**config.mk**
```make
export PLATFORM = sky130hd
export DESIGN_NAME = mem_access_unit
export DESIGN_NICKNAME = d
export VERILOG_FILES = /design/src/rtl/mem_access_unit.sv
export SDC_FILE = /design/constraint.sdc
export NUM_CORES = 1
export LEC_CHECK = 0
export BUFFER_PORTS_ARGS = -buffer_cell sky130_fd_sc_hd__buf_2
export CORE_UTILIZATION = 30
export CTS_CLUSTER_DIAMETER = 30
export CTS_CLUSTER_SIZE = 12
export DETAILED_ROUTE_END_ITERATION = 16
export SYNTH_ARGS = -nofsm -noshare
export SYNTH_HDL_FRONTEND = slang
export SYNTH_SLANG_ARGS = --single-unit
```
**constraint.sdc**
```tcl
create_clock -name clock -period 2.9 [get_ports clock]
set_input_delay 0.435 -clock clock [delete_from_list [all_inputs] [get_ports clock]]
set_output_delay 0.435 -clock clock [all_outputs]
set_load 0.02 [all_outputs]
```
**src/rtl/mem_access_unit.sv**
```systemverilog
// Wishbone classic load/store unit: lane placement, read extension and bus timeout.
// Optional macro MISALIGNED_TRAP_EN traps misaligned requests instead of aligning them.
module mem_access_unit #(
  parameter int unsigned DATA_SIZE = 32,
  parameter int unsigned TIMEOUT   = 255
) (
  input  logic                   clock,
  input  logic                   reset,
  input  logic                   rd_en,
  input  logic                   wr_en,
  input  logic [2:0]             size,
  input  logic [DATA_SIZE-1:0]   addr,
  input  logic [DATA_SIZE-1:0]   wr_data,
  output logic [DATA_SIZE-1:0]   rd_data,
  output logic                   busy,
  output logic                   done,
  output logic                   bus_error,
  output logic                   misaligned,
  output logic                   cyc_o,
  output logic                   stb_o,
  output logic                   we_o,
  output logic [DATA_SIZE-1:0]   adr_o,
  output logic [DATA_SIZE/8-1:0] sel_o,
  output logic [DATA_SIZE-1:0]   dat_o,
  input  logic [DATA_SIZE-1:0]   dat_i,
  input  logic                   ack_i
);

  localparam int unsigned SEL_W   = DATA_SIZE / 8;
  localparam int unsigned OFF_W   = $clog2(SEL_W);
  localparam int unsigned CNT_W   = $clog2(TIMEOUT + 1);
  localparam logic [1:0]  FULL_LG = 2'(OFF_W);

  typedef enum logic [1:0] {IDLE, BUS, RESP} state_t;

  state_t             state;
  logic [CNT_W-1:0]   wait_cnt;
  logic               we_q;
  logic               sext_q;
  logic [1:0]         lg_q;
  logic [OFF_W-1:0]   off_q;

  logic [1:0]           lg_c;
  logic [OFF_W-1:0]     amask_c;
  logic [OFF_W-1:0]     off_c;
  logic [OFF_W-1:0]     off_al_c;
  logic [SEL_W-1:0]     smask_c;
  logic [DATA_SIZE-1:0] shifted_c;
  logic [DATA_SIZE-1:0] low_mask_c;
  logic [DATA_SIZE-1:0] sign_mask_c;
  logic [DATA_SIZE-1:0] rd_ext_c;

  // Request decode: log2 of access bytes, alignment mask and lane mask.
  always_comb begin
    lg_c = size[1:0];
    if (lg_c > FULL_LG || size == 3'b111) lg_c = FULL_LG;
    amask_c  = ~({OFF_W{1'b1}} << lg_c);
    off_c    = addr[OFF_W-1:0];
    off_al_c = off_c & ~amask_c;
    smask_c  = ~({SEL_W{1'b1}} << (4'd1 << lg_c));
  end

  // Read path: move the addressed lanes down, then sign- or zero-extend.
  always_comb begin
    shifted_c   = dat_i >> {off_q, 3'b000};
    low_mask_c  = ~({DATA_SIZE{1'b1}} << (7'd8 << lg_q));
    sign_mask_c = low_mask_c ^ (low_mask_c >> 1);
    rd_ext_c    = shifted_c & low_mask_c;
    if (sext_q && |(shifted_c & sign_mask_c)) rd_ext_c = rd_ext_c | ~low_mask_c;
  end

`ifdef MISALIGNED_TRAP_EN
  logic misaligned_q;
  assign misaligned = misaligned_q;
`else
  assign misaligned = 1'b0;
`endif

  always_ff @(posedge clock) begin
    if (!reset) begin
      state     <= IDLE;
      wait_cnt  <= '0;
      we_q      <= 1'b0;
      sext_q    <= 1'b0;
      lg_q      <= '0;
      off_q     <= '0;
      rd_data   <= '0;
      busy      <= 1'b0;
      done      <= 1'b0;
      bus_error <= 1'b0;
      cyc_o     <= 1'b0;
      stb_o     <= 1'b0;
      we_o      <= 1'b0;
      adr_o     <= '0;
      sel_o     <= '0;
      dat_o     <= '0;
`ifdef MISALIGNED_TRAP_EN
      misaligned_q <= 1'b0;
`endif
    end else begin
      case (state)
        IDLE: begin
          if (rd_en || wr_en) begin
            we_q     <= wr_en;
            sext_q   <= ~size[2];
            lg_q     <= lg_c;
            off_q    <= off_al_c;
            wait_cnt <= '0;
`ifdef MISALIGNED_TRAP_EN
            if (|(off_c & amask_c)) begin
              state        <= RESP;
              done         <= 1'b1;
              misaligned_q <= 1'b1;
            end else
`endif
            begin
              state <= BUS;
              cyc_o <= 1'b1;
              stb_o <= 1'b1;
              busy  <= 1'b1;
              we_o  <= wr_en;
              adr_o <= {addr[DATA_SIZE-1:OFF_W], OFF_W'(0)};
              sel_o <= smask_c << off_al_c;
              dat_o <= wr_data << {off_al_c, 3'b000};
            end
          end
        end
        BUS: begin
          // Ack takes priority over a coincident timeout.
          if (ack_i) begin
            state <= RESP;
            cyc_o <= 1'b0;
            stb_o <= 1'b0;
            we_o  <= 1'b0;
            busy  <= 1'b0;
            done  <= 1'b1;
            if (!we_q) rd_data <= rd_ext_c;
          end else if (wait_cnt == CNT_W'(TIMEOUT - 1)) begin
            state     <= RESP;
            cyc_o     <= 1'b0;
            stb_o     <= 1'b0;
            we_o      <= 1'b0;
            busy      <= 1'b0;
            done      <= 1'b1;
            bus_error <= 1'b1;
          end else begin
            wait_cnt <= wait_cnt + CNT_W'(1);
          end
        end
        RESP: begin
          state     <= IDLE;
          done      <= 1'b0;
          bus_error <= 1'b0;
`ifdef MISALIGNED_TRAP_EN
          misaligned_q <= 1'b0;
`endif
        end
        default: state <= IDLE;
      endcase
    end
  end

endmodule
```
* Word-level counts from Yosys, hierarchy flattened
Index checks and enable logic that the tools add are counted.
** Operators by class
- Add/subtract/negate cells :: 1
- Order comparisons :: 1
- Equal/unequal tests :: 9
- Shift-type cells :: 8
- Multiplexer cells :: 21
- Bitwise operators :: 12
- Reductions and logical operators :: 14
** Operator list (number)
- $and A32 B32 Y32 :: 2
- $not A32 Y32 :: 2
- $mux W32 :: 1
- $or A32 B32 Y32 :: 1
- $reduce_or A32 Y1 :: 1
- $shl A32 B5 Y32 :: 1
- $shl A32 B7 Y32 const A :: 1
- $shr A32 B5 Y32 :: 1
- $xor A32 B31 Y32 :: 1
- $mux W8 :: 3
- $pmux W8 S2 :: 1
- $reduce_and A3 Y1 :: 3
- $add A8 B1 Y8 const B :: 1
- $eq A8 B8 Y1 const B :: 1
- $mux W2 :: 4
- $ne A2 B2 Y1 const B :: 4
- $pmux W1 S2 :: 4
- $mux W1 :: 7
- $shl A4 B2 Y7 const A :: 1
- $reduce_and A2 Y1 :: 3
- $not A2 Y2 :: 2
- $not A4 Y4 :: 1
- $pmux W2 S2 :: 1
- $reduce_and A4 Y1 :: 1
- 15 further kinds :: 18
** Storage, ports and cells
- Bits in registers :: 118
- Output and inout bits :: 107

* Depth between registers and ports, before layout
Gate-level depths: netlist of run 1.
- Depth after elaboration :: 8
- Mapped depth :: 9

* Least setup slack after synthesis of run 1
Ideal clock, no wire load.
- Kind :: register to register
- Start :: reg state[0]
- End :: reg wait_cnt[6]
- Arrival time :: 1.784 ns
- Slack :: 0.993 ns
- Stages on the path, launching flop included :: 9
- Buffers on the path :: 1
- Cells stage by stage :: dfxtp_1 > inv_1 > ha_1 > buf_6 > nor3b_4 > a211o_4 > nor3_2 > nand4_1 > mux2_1
** On the way
- Longest elaborated chain between the ends :: 3
** Ends and longest elaborated chain
- start: declaration :: line 36 : state_t state;
- start signal: assignment :: line 81 : state <= IDLE;
- start signal: assignment :: line 117 : state <= BUS;
- start signal: assignment :: line 131 : state <= RESP;
- $eq A2 B1 Y1 or $logic_not A2 Y1 (tied branches) :: line 101 : case (state)
- $ne A2 B2 Y1 (no line) or $reduce_bool A2 Y1 (tied branches)
- $reduce_and A4 Y1 (no line)
- end signal: assignment :: line 147 : wait_cnt <= wait_cnt + CNT_W'(1);
- end: declaration :: line 37 : logic [CNT_W-1:0] wait_cnt;
Several ways; a longest one is shown, not always the timed one.
A chain may end at the register's enable or synchronous reset.

* Worst setup path in the final report of run 1
Ends and elaborated chain as after synthesis.

==> metrics.md, run 1 <==
| Metric | Value |
|---|---|
| Status | finished clean |
| DRT iter0 DRCs | roughly 290 |
| CTS tree | yes |
| Clk_skew | between 0.009 and 0.01 ns |
| Synthesized flop and latch total | 118 |
| Pin count of the biggest net entering global routing | 75 |
| Synth Warn # | 0 |
| GRT Total Usage | 18.84% |
| Worst Setup End Kind | flop |
| Die width | 135.6 um |
| Ys async rst share | 0% |
| Worst setup SP type | flop |
| Core area | 17,360 um2 |
| Worst-margin pin slew | 0.8386 ns |
| CP required | around 3.2 ns |
| Top cell type's share of synthesized area | between 40% and 50% |
| Yosys cell types | 47 |
| Clock sink count | ~120 |
| Clock Latency Late Sink | about 0.42 ns |
| Critical path class | reg2reg |
| Final Hold Fails | 0 |
| CP Max Fanout | 8 |
| Hold Startpoint | size[2] |
| Sequential fraction of the synthesis area | 44.09% |
| WL final | about 17,000 um |
| PwrDens | 741.1 nW/um2 |
| R2R Path Start | state[0] |
| Crit path DAT | 2.40 ns |
| Drt wl/cell | 16.37 um |
| Mapped Area | 5358 um2 |
| Die height | 135.6 um |
| Slew margin rel. | 43.98% |
| Post-DRT Antenna Nets | 0 |
| DP Area | 6575 um2 |
| Crit path launch | state[0] |
| Crit share post-route | 72.42% |
| Design area | around 7200 um2 |
| Post-cts resize count | 0 |
| Clock Pin Slew Worst Setup and Hold Paths | 0.06 ns |
| Most frequent cell after synthesis | nand2_1 |
| Min Tclk post-route | 2.100 ns |
| Fmax | 0.4762 GHz |
| Starting Density | a little under a third |
| Post-CTS setup buffer count | 0 |
| Most frequent cells after synthesis | nand2_1, dfxtp_1, a21oi_1 |
| Number of diodes | 0 |
| Row Count | between 40 and 50 |
| Slew Viols, Final | 0 |
| TritonCTS buffer count | 17 |
| Mean Syn Cell Area | 8.424 um2 |
| # fillers | approximately 1,800 |
| Max_cap viols | 0 |
| Leakage | 0.003123 uW |
| Vias | 5,224 |
| # IOs | 211 |
| Syn-to-layout area delta | 33.77% |
| Vias in the first global route | 4,875 |
| GPL Wtd Cong | 0.8676 |
| Port bufs | about 210 |
| RSZ-0062 raised after global routing | false |
| Vias per Instance | 4.924 |
| Full die area | 18,400 um2 |
| Total Neg Setup Slack | 0 ns |
| DRC | 0 |
| Worst VDD drop | 0.4385 mV |
| HPWL Detailed | around 12,000 um |
| Top post-synthesis cells by area | dfxtp_1, nand2_1, a21oi_1, mux2_2, o21ai_0 |
| Initial antenna violation count | 0 |
| Congestion Overflow GR | 0 |
| Final setup fails | 0 |
| Initial DRT Pass Iterations | 5 |
| Clock root cell | clkbuf_16 |
| Post-synth EDFFs | 0 |
| Synth area leader | dfxtp_1 |
| Htree depth | 4 |
| First-pass GRT wire length | between 20,000 and 30,000 um |
| Area of the multi-input gates | 2743 um2 |
| Longest Clk Path Bufs | 2 |
| CTS Hold Buffers Added | 0 |
| Worst min path class | in2reg |
| Post-Syn Instances | 636 |
| Top FF cell, synth | dfxtp_1 |
| FF+latch area | 2362 um2 |
| Final net count | 932 |
| Share of cells above drive strength 1 | 35.77% |
==> placed cells by master (no fill, tap or decap), drive strengths merged, types with 2 or more instances in the layout <==
cell type    n
nor3b        2
conb         3
o21ai       51
mux2i       17
nand4        2
clkinv       6
inv         10
or3b         2
clkbuf      18
nor2        45
bufinv       2
o211ai       8
ha           5
nor3         5
nor4         2
o31ai        2
mux2        25
clkinvlp     4
nand3       14
xnor2        5
mux4         8
a311oi       2
a21oi       85
o22ai        3
nand2      126
a22oi       17
nor2b        5
a221oi       8
or2          2
buf        220
dfxtp      118
nand2b       3
==> cell type report <==
cell class / count / share of cell area (%)
Multi-Input combinational cell: 458 / 38.27
Sequential cell: 118 / 32.96
Timing Repair Buffer: 220 / 16.17
Clock buffer: 18 / 6.128
Tap cell: 225 / 3.928
Clock inverter: 14 / 2.130
Inverter: 8 / 0.4190
==> registers in the layout (all words and copies together), names as in the netlist, 2 cells and up <==
register,flops
wait_cnt,8
off_q,2
sel_o,4
state,2
adr_o,30
rd_data,32
lg_q,2
dat_o,32
==> routing by layer <==
metal  global-route usage, %  vias to the layer above  part of all wire [%]
met5                       0                        -                     0
met4                   6.866                        0                   1.8
met3                   6.098                       22                   8.0
met2                   29.28                      211                    44
met1                   24.21                     2397                    46
li1                        -                     2594                     -
==> cells by family (layout without fill, tap and decap cells) <==
family | Yosys count | in the layout | synth area share (%)
buf+inv | 62 | 260 | 5.348
fa+ha+maj | 5 | 5 | 1.168
flops | 118 | 118 | 44.09
other cells | 1 | 3 | 0.06999
mux | 50 | 50 | 11.79
xor+xnor | 5 | 5 | 0.8173
simple gates | 211 | 211 | 16.81
compound gates | 184 | 184 | 19.90
==> per-stage QoR <==
| stage | hold WS [ns] | worst slack (ns) | utilization (%) | cells | power, uW |
|---|---|---|---|---|---|
| 6_report | 0.2514 | 0.7999 | 41.29 | 1061 | 5311 |
| 5_1_grt | 0.2428 | 0.6974 | 41.29 | 1061 | 5577 |
| 4_1_cts | 0.2275 | 0.8094 | 41.29 | 1061 | 5368 |
| 3_5_place_dp | 0.4443 | 0.7587 | 37.88 | 1029 | 3235 |
| 3_3_place_gp | 0.4378 | 0.7832 | 37.88 | 1029 | 3229 |
| 2_1_floorplan | 0.4765 | 0.9928 | - | 638 | 2766 |
==> critical path, cell delays in order (launching register included) <==
cell,delay (ns)
dfxtp_1,0.34
inv_1,0.07
ha_1,0.33
nor3b_4,0.21
a211o_4,0.35
nor3_2,0.23
nand4_1,0.13
mux2_1,0.32
==> path summary, 6_finish.rpt <==
kind                 endpoint  slack [ns]  cells after the start
hold / removal         sext_q        0.25                      2
setup reg to reg  wait_cnt[6]        0.80                      7
hold reg to reg     dat_o[30]        0.45                      2
setup / recovery  wait_cnt[6]        0.80                      7
==> power breakdown <==
part           switching (uW)  leakage (uW)  total [uW]  internal, uW
clock network             825      0.000279        2120          1290
registers                 113      0.000968        1920          1810
logic                     819       0.00188        1270           451
No activity file was read; power rests on OpenSTA's default activity.
==> run 2, diff against run 1 <==
--- a/config.mk
+++ b/config.mk
@@ -5,6 +5,7 @@
 export SDC_FILE = /design/constraint.sdc
 export NUM_CORES = 1
 export LEC_CHECK = 0
+export ABC_AREA = 1
 export BUFFER_PORTS_ARGS = -buffer_cell sky130_fd_sc_hd__buf_2
 export CORE_UTILIZATION = 30
 export CTS_CLUSTER_DIAMETER = 30
==> constraint.sdc (replaced) <==
create_clock -name clock -period 1.9 [get_ports clock]
set_input_delay 0.285 -clock clock [delete_from_list [all_inputs] [get_ports clock]]
set_output_delay 0.285 -clock clock [all_outputs]
set_load 0.02 [all_outputs]
==> run 2 against run 1 <==
Net effect:
- via count grew 13%
- hold slack got worse by 0.21 ns
- utilization is 0.34 points lower
- sequential power up 53%
- critical path type unchanged
- sequential cell count unchanged
- largest power group unchanged
- register-to-register slack got worse by 0.61 ns
- critical path depth increased by 2
- clock skew shrank 0.0023 ns
- cell area grew 2.6%
==> metrics.md, run 2 <==
| Metric | Value |
|---|---|
| Max_cap viols | 0 |
| Longest Clk Path Bufs | 2 |
| Die width | 137.3 um |
| Critical path depth | 9 |
| CP max stage delay | 0.32 ns |
| Vias | 5,894 |
| DRT iter0 DRCs | 285 |
| Leakage | 0.003638 uW |
| Mean Syn Cell Area | 7.006 um2 |
| GRT Total Usage | 19.49% |
| Pwr Total | approximately 8000 uW |
| CP required | 2.25 ns |
| Worst-margin pin slew | roughly 0.78 ns |
| Crit share post-route | 89.81% |
| Critical path class | reg2reg |
| Worst min path class | in2reg |
| Area of the multi-input gates | 2646 um2 |
| Final setup fails | 0 |
| Worst VDD drop | ~0.68 mV |
| Initial antenna violation count | 0 |
| # IOs | 211 |
| Core area | 17,960 um2 |
| Synthesized flop and latch total | between 100 and 150 |
| Share of cells above drive strength 1 | approximately 29% |
| TritonCTS buffer count | 17 |
| Clock Pin Slew Worst Setup and Hold Paths | 0.06 ns |
| Critical path buffers and inverters | 4 |
| WL final | 17,950 um |
| Total Neg Setup Slack | 0 ns |
| Synth area leader | dfxtp_1 |
| WHS | 0.03762 ns |
| Die height | 137.3 um |
| Slew margin rel. | 47.78% |
| Fmax | 0.5861 GHz |
| Drt wl/cell | 14.67 um |
| Initial DRT Pass Iterations | 5 |
| R2R Path Start | state[0] |
| HPWL Detailed | ~13,000 um |
| Top FF cell, synth | dfxtp_1 |
| Finished Layout Cells | 1,224 |
| Slew Viols, Final | 0 |
| Most frequent cells in the layout | buf_2, nand2_1, nor2_1 |
| Sequential fraction of the synthesis area | 43.01% |
| Number of diodes | 0 |
| CTS tree | yes |
| DP Cell Count | 1,192 |
| GPL Wtd Cong | 0.8740 |
| FF+latch area | 2362 um2 |
| Min Tclk post-route | between 1.5 and 2 ns |
| DRC | 0 |
| Top post-synthesis cells by area | dfxtp_1, nand2_1, o21ai_0, nor2_1, a21oi_1 |
| Most frequent cells after synthesis | nand2_1, nor2_1, dfxtp_1 |
| R2R Setup Slk | 0.19 ns |
| Ys async rst share | 0% |
| Full die area | 18,850 um2 |
| Row Count | 49 |
| Vias in the first global route | 5,470 |
| PwrDens | 1120 nW/um2 |
| Worst Setup End Kind | flop |
| Crit-path cells | inv_1, ha_1, nand2_2, inv_2, nand2_4, inv_1, buf_4, nand2_1, a21oi_1 |
| First-pass GRT wire length | 28,210 um |
| Clock sink count | 118 |
| Clk_skew | 0.006691 ns |
| Top cell type's share of synthesized area | a little over two fifths |
| Crit path max-delay family | buffers and inverters |
| Slowest cell on crit path | dfxtp_1 |
| # fillers | ~1,900 |
| R2R depth | 9 |
| Post-Syn Instances | 784 |
| Starting Density | 30.58% |
| Post-DRT Antenna Nets | 0 |
| Htree depth | 4 |
| Top Registers | dat_o: 32 flops, rd_data: 32 flops, adr_o: 30 flops |
| Worst setup SP type | flop |
| Crit path DAT | approximately 2.1 ns |
| Vias per Instance | 4.815 |
| Congestion Overflow GR | 0 |
| Yosys cell types | 32 |
| RSZ-0062 raised after global routing | false |
| Mapped Area | ~5500 um2 |
| Port bufs | 207 |
| Grt peak-use layer | met2 |
| Final Hold Fails | 0 |
| Syn-to-layout area delta | 33.92% |
| Worst setup endpoint | dat_o[11] |
| Worst reg2reg endpoint | dat_o[11] |
| Met1 Usage GRT | 24.23% |
| Clock Latency Late Sink | 0.42 ns |
| Commonest non-fill, non-tap cell in the layout | buf_2 |
| Crit path top cell by count | inv_1 |
| Final net count | 1,091 |
| CP Max Fanout | 9 |
| Status | finished clean |
| Synth Warn # | 0 |
| Clock root cell | clkbuf_16 |
| Crit path launch | state[0] |
| GR met3 Demand/Resource | slightly above 6% |
| Met2 Use GR | 31.12% |
| Pin count of the biggest net entering global routing | 49 |
| Post-synth EDFFs | 0 |
| Most frequent cell after synthesis | nand2_1 |
-- run 2: cell types whose count changed after synthesis, sizes merged, moves of 12 or more --
cell    previous run  this run
mux2i             17         0
nand3             14        26
nand2            126       151
nor2              45       123
mux2              25         0
inv                8        61
o211ai             8        32
a22oi             17         0
o21ai             51        96
-- run 2: what timing repair did --
action | 4_1_cts | 5_1_grt
hold buffers | 0 | 0
setup buffers | 0 | 0
endpoints found under the hold margin | 0 | 0
gates resized for setup | 0 | 1
setup endpoints to repair | 0 | 2
-- run 2: routing by layer --
layer / up-vias / routed length (um)
met4: 0 / 325
li1: 2976 / -
met2: 248 / 8094
met3: 23 / 1709
met5: - / 0
met1: 2647 / 7825
-- run 2: cell type report --
class | instances | share of cell area (%)
clock buffer | 21 | 6.396
clock inverter | 11 | 1.684
inverter | 61 | 3.113
multi-input combinational | 554 | 35.98
sequential | 118 | 32.11
tap | 229 | 3.895
timing repair buffer | 230 | 16.82
-- run 2: how the worst min path moves through the flow --
stage | start | endpoint | cells past startpoint
2_1_floorplan | size[2] | sext_q | 1
3_3_place_gp | dat_o[13] | dat_o[13] | 2
3_5_place_dp | dat_o[1] | dat_o[1] | 2
4_1_cts | size[2] | sext_q | 2
5_1_grt | size[2] | sext_q | 2
6_report | size[2] | sext_q | 2
-- run 2: logic make-up after synthesis --
family | synth area share, %
simple gates | 23.78
compound gates | 22.69
flops | 43.01
buf+inv | 8.998
fa+ha+maj | 1.139
xor+xnor | 0.3190
other cells | 0.06827
-- run 2: worst reg2reg max path, delay by kind of cell (launching register included) --
kind	cells	cell delay, ns
AND/OR/NAND/NOR	3	0.33
AO/OA/AOI/OAI	1	0.13
buffers and inverters	4	0.60
flip-flops	1	0.32
adder cells (fa/ha/maj)	1	0.26
-- run 2: metrics by stage --
step           worst slack [ns]  instance area (um2)  util, %
6_report                 0.1937                 7356    40.95
5_1_grt               0.0005644                 7356    40.95
4_1_cts                  0.1094                 7352    40.93
3_5_place_dp             0.1221                 6758    37.62
3_3_place_gp             0.1584                 6758    37.62
2_1_floorplan            0.4041                 5500        -
-- run 2: report_power, final --
group | switching (uW) | internal, uW | total, uW | leakage (uW)
Combinational | 1370 | 692 | 2070 | 0.00239
Sequential | 164 | 2770 | 2940 | 0.000971
Clock | 1200 | 2030 | 3230 | 0.000274
==> run 3, diff against run 2 <==
--- a/config.mk
+++ b/config.mk
@@ -7,6 +7,7 @@
 export LEC_CHECK = 0
 export ABC_AREA = 1
 export BUFFER_PORTS_ARGS = -buffer_cell sky130_fd_sc_hd__buf_2
+export CORE_ASPECT_RATIO = 1.1
 export CORE_UTILIZATION = 30
 export CTS_CLUSTER_DIAMETER = 30
 export CTS_CLUSTER_SIZE = 12
==> constraint.sdc (replaced) <==
create_clock -name clock -period 1.9 [get_ports clock]
set_input_delay 0.19 -clock clock [delete_from_list [all_inputs] [get_ports clock]]
set_output_delay 0.19 -clock clock [all_outputs]
set_load 0.02 [all_outputs]
==> run 3 against run 2 <==
Net effect:
- sequential power about the same
- fmax decreased by 0.89%
- sequential cell count unchanged
- cell count increased by 0.57%
- non-clock buffer count decreased by 5
- routed wire length decreased by 0.43%
- via count decreased by 0.22%
- critical path depth decreased by 2
- power decreased by 2.1%
==> metrics.md, run 3 (same netlist as run 2, synthesis figures left out) <==
| Metric | Value |
|---|---|
| RSZ-0062 raised after global routing | false |
| Status | finished clean |
| Crit path DAT | between 2 and 2.5 ns |
| Most frequent cells in the layout | buf_2, nand2_1, nor2_1 |
| First-pass GRT wire length | 27,230 um |
| Syn-to-layout area delta | 33.19% |
| Full die area | ~19,000 um2 |
| DRT iter0 DRCs | between 300 and 400 |
| Top Registers | dat_o: 32 flops, rd_data: 32 flops, adr_o: 30 flops |
| Longest Clk Path Bufs | 2 |
| TritonCTS buffer count | 17 |
| WL final | ~18,000 um |
| Net Sw Frac | 33.80% |
| Critical path class | reg2reg |
| Reg power frac | 36.4% |
| Leakage | 0.003609 uW |
| Commonest non-fill, non-tap cell in the layout | buf_2 |
| Critical path buffers and inverters | 2 |
| GRT Total Usage | 18.88% |
| Congestion Overflow GR | 0 |
| DRC | 0 |
| PwrDens | about 1100 nW/um2 |
| Clock Pin Slew Worst Setup and Hold Paths | roughly 0.06 ns |
| Min Tclk post-route | 1.722 ns |
| Crit share post-route | 90.61% |
| Fmax | 0.5809 GHz |
| Drt wl/cell | between 10 and 15 um |
| Area of the multi-input gates | 2646 um2 |
| Clk pwr share | 37.9% |
| Pin count of the biggest net entering global routing | 57 |
| Die height | 143.9 um |
| CTS tree | yes |
| Clock Latency Late Sink | 0.41 ns |
| CP Max Fanout | 24 |
| Pre-CTS WS | about 0.19 ns |
| Port bufs | 207 |
| Worst setup SP type | flop |
| HPWL Detailed | 12,750 um |
| Vias in the first global route | between 5,000 and 6,000 |
| Pint | 5338 uW |
| Pwr Total | between 8000 and 9000 uW |
| Clock root cell | clkbuf_16 |
| Final net count | ~1,100 |
| Worst min path class | in2reg |
| Clk_skew | between 0.007 and 0.008 ns |
| Gate power share | between 20% and 30% |
| Worst VDD drop | 0.6074 mV |
| Clock sink count | 118 |
| Vias per Instance | ~4.8 |
| Worst Setup End Kind | flop |
| Die width | 131.0 um |
| Htree depth | 4 |
| Crit path top cell by count | inv_1 |
| Core area | 17,800 um2 |
| Row Count | slightly above 50 |
| Crit-path cells | inv_1, ha_1, nand2_2, nor2_2, inv_1, nor2_1, a21oi_1 |
| Post-DRT Antenna Nets | 0 |
| # fillers | 1,890 |
| Initial antenna violation count | 4 |
| Vias | 5,881 |
| Crit path max-delay family | buffers and inverters |
| Starting Density | between 30% and 40% |
| Final Hold Fails | 0 |
| Initial DRT Pass Iterations | 6 |
| Total Neg Setup Slack | 0 ns |
| Slew margin rel. | 45.69% |
| Sw power | between 2000 and 3000 uW |
| GPL Wtd Cong | approximately 0.8 |
| Worst-margin pin slew | between 0.8 and 0.9 ns |
| Slew Viols, Final | 0 |
| Post-cts resize count | 0 |
| CP max stage delay | 0.59 ns |
| CP required | around 2.2 ns |
| Final setup fails | 0 |
| Slowest cell on crit path | inv_1 |
| Max_cap viols | 0 |
| FF+latch area | 2362 um2 |
| # IOs | 211 |
| Setup WS post-layout | approximately 0.18 ns |
| Share of cells above drive strength 1 | 28.18% |
==> run 3: changes by cell type in the layout (fill, tap and decap cells not counted), sizes merged <==
cell         delta
clkinv          +3
clkinvlp        -2
dlygate4sd3     +1
diode           +3
buf             -6
bufinv          -1
==> run 3: worst reg2reg max path: cells and delay by family (launching register included) <==
family                   cells  cell delay [ns]
AND/OR/NAND/NOR              3             0.28
buffers and inverters        2             0.66
adder cells (fa/ha/maj)      1             0.21
flip-flops                   1             0.33
AO/OA/AOI/OAI                1             0.18
==> run 3: path summary, 6_finish.rpt <==
path	slack, ns	from	cells after the start	to
max	0.18	state[1]	7	rd_data[22]
min	0.03	addr[23]	3	adr_o[23]
max reg2reg	0.18	state[1]	7	rd_data[22]
min reg2reg	0.46	dat_o[8]	2	dat_o[8]
==> run 3: metrics by stage <==
step                      instance area, um2  instances  hold slack [ns]  util (%)
after floorplan                         5500        786           0.2794         -
after global placement                  6736       1195           0.3697     37.84
after detailed placement                6736       1195           0.3708     37.84
after CTS                               7308       1228         0.004408     41.05
after global routing                    7313       1230          0.02128     41.08
final                                   7316       1231          0.02523     41.09
==> run 3: cell type report <==
class                   count  share of cell area, %
repair buffers            225                  16.56
diodes                      3                 0.1026
multi-input cells         554                  36.17
well taps                 238                  4.070
flip-flops and latches    118                  32.29
clock buffers              21                  6.294
inverters                  61                  3.130
clock inverters            11                  1.385
==> run 3: layer usage <==
layer,part of all wire [%],wire (um),vias to the layer above,track usage (%)
met4,1.4,255,2,6.776
met1,42,7500,2640,22.66
met5,0.073,13,-,0
met3,9.6,1708,23,6.776
met2,47,8397,242,30.77
li1,-,-,2974,-
==> run 3: repair_timing <==
action                                 in CTS  in global routing
hold buffers                                1                  0
setup buffers                               0                  0
endpoints found under the hold margin       1                  0
==> run 3: power by group through the flow <==
stage	sequential [uW]	combinational, uW	clock (uW)
6_report	2940	2070	3050
5_1_grt	2980	2300	3240
4_1_cts	2940	2080	3120
3_5_place_dp	2990	2080	0
3_3_place_gp	2990	2070	0
2_1_floorplan	3290	1040	0
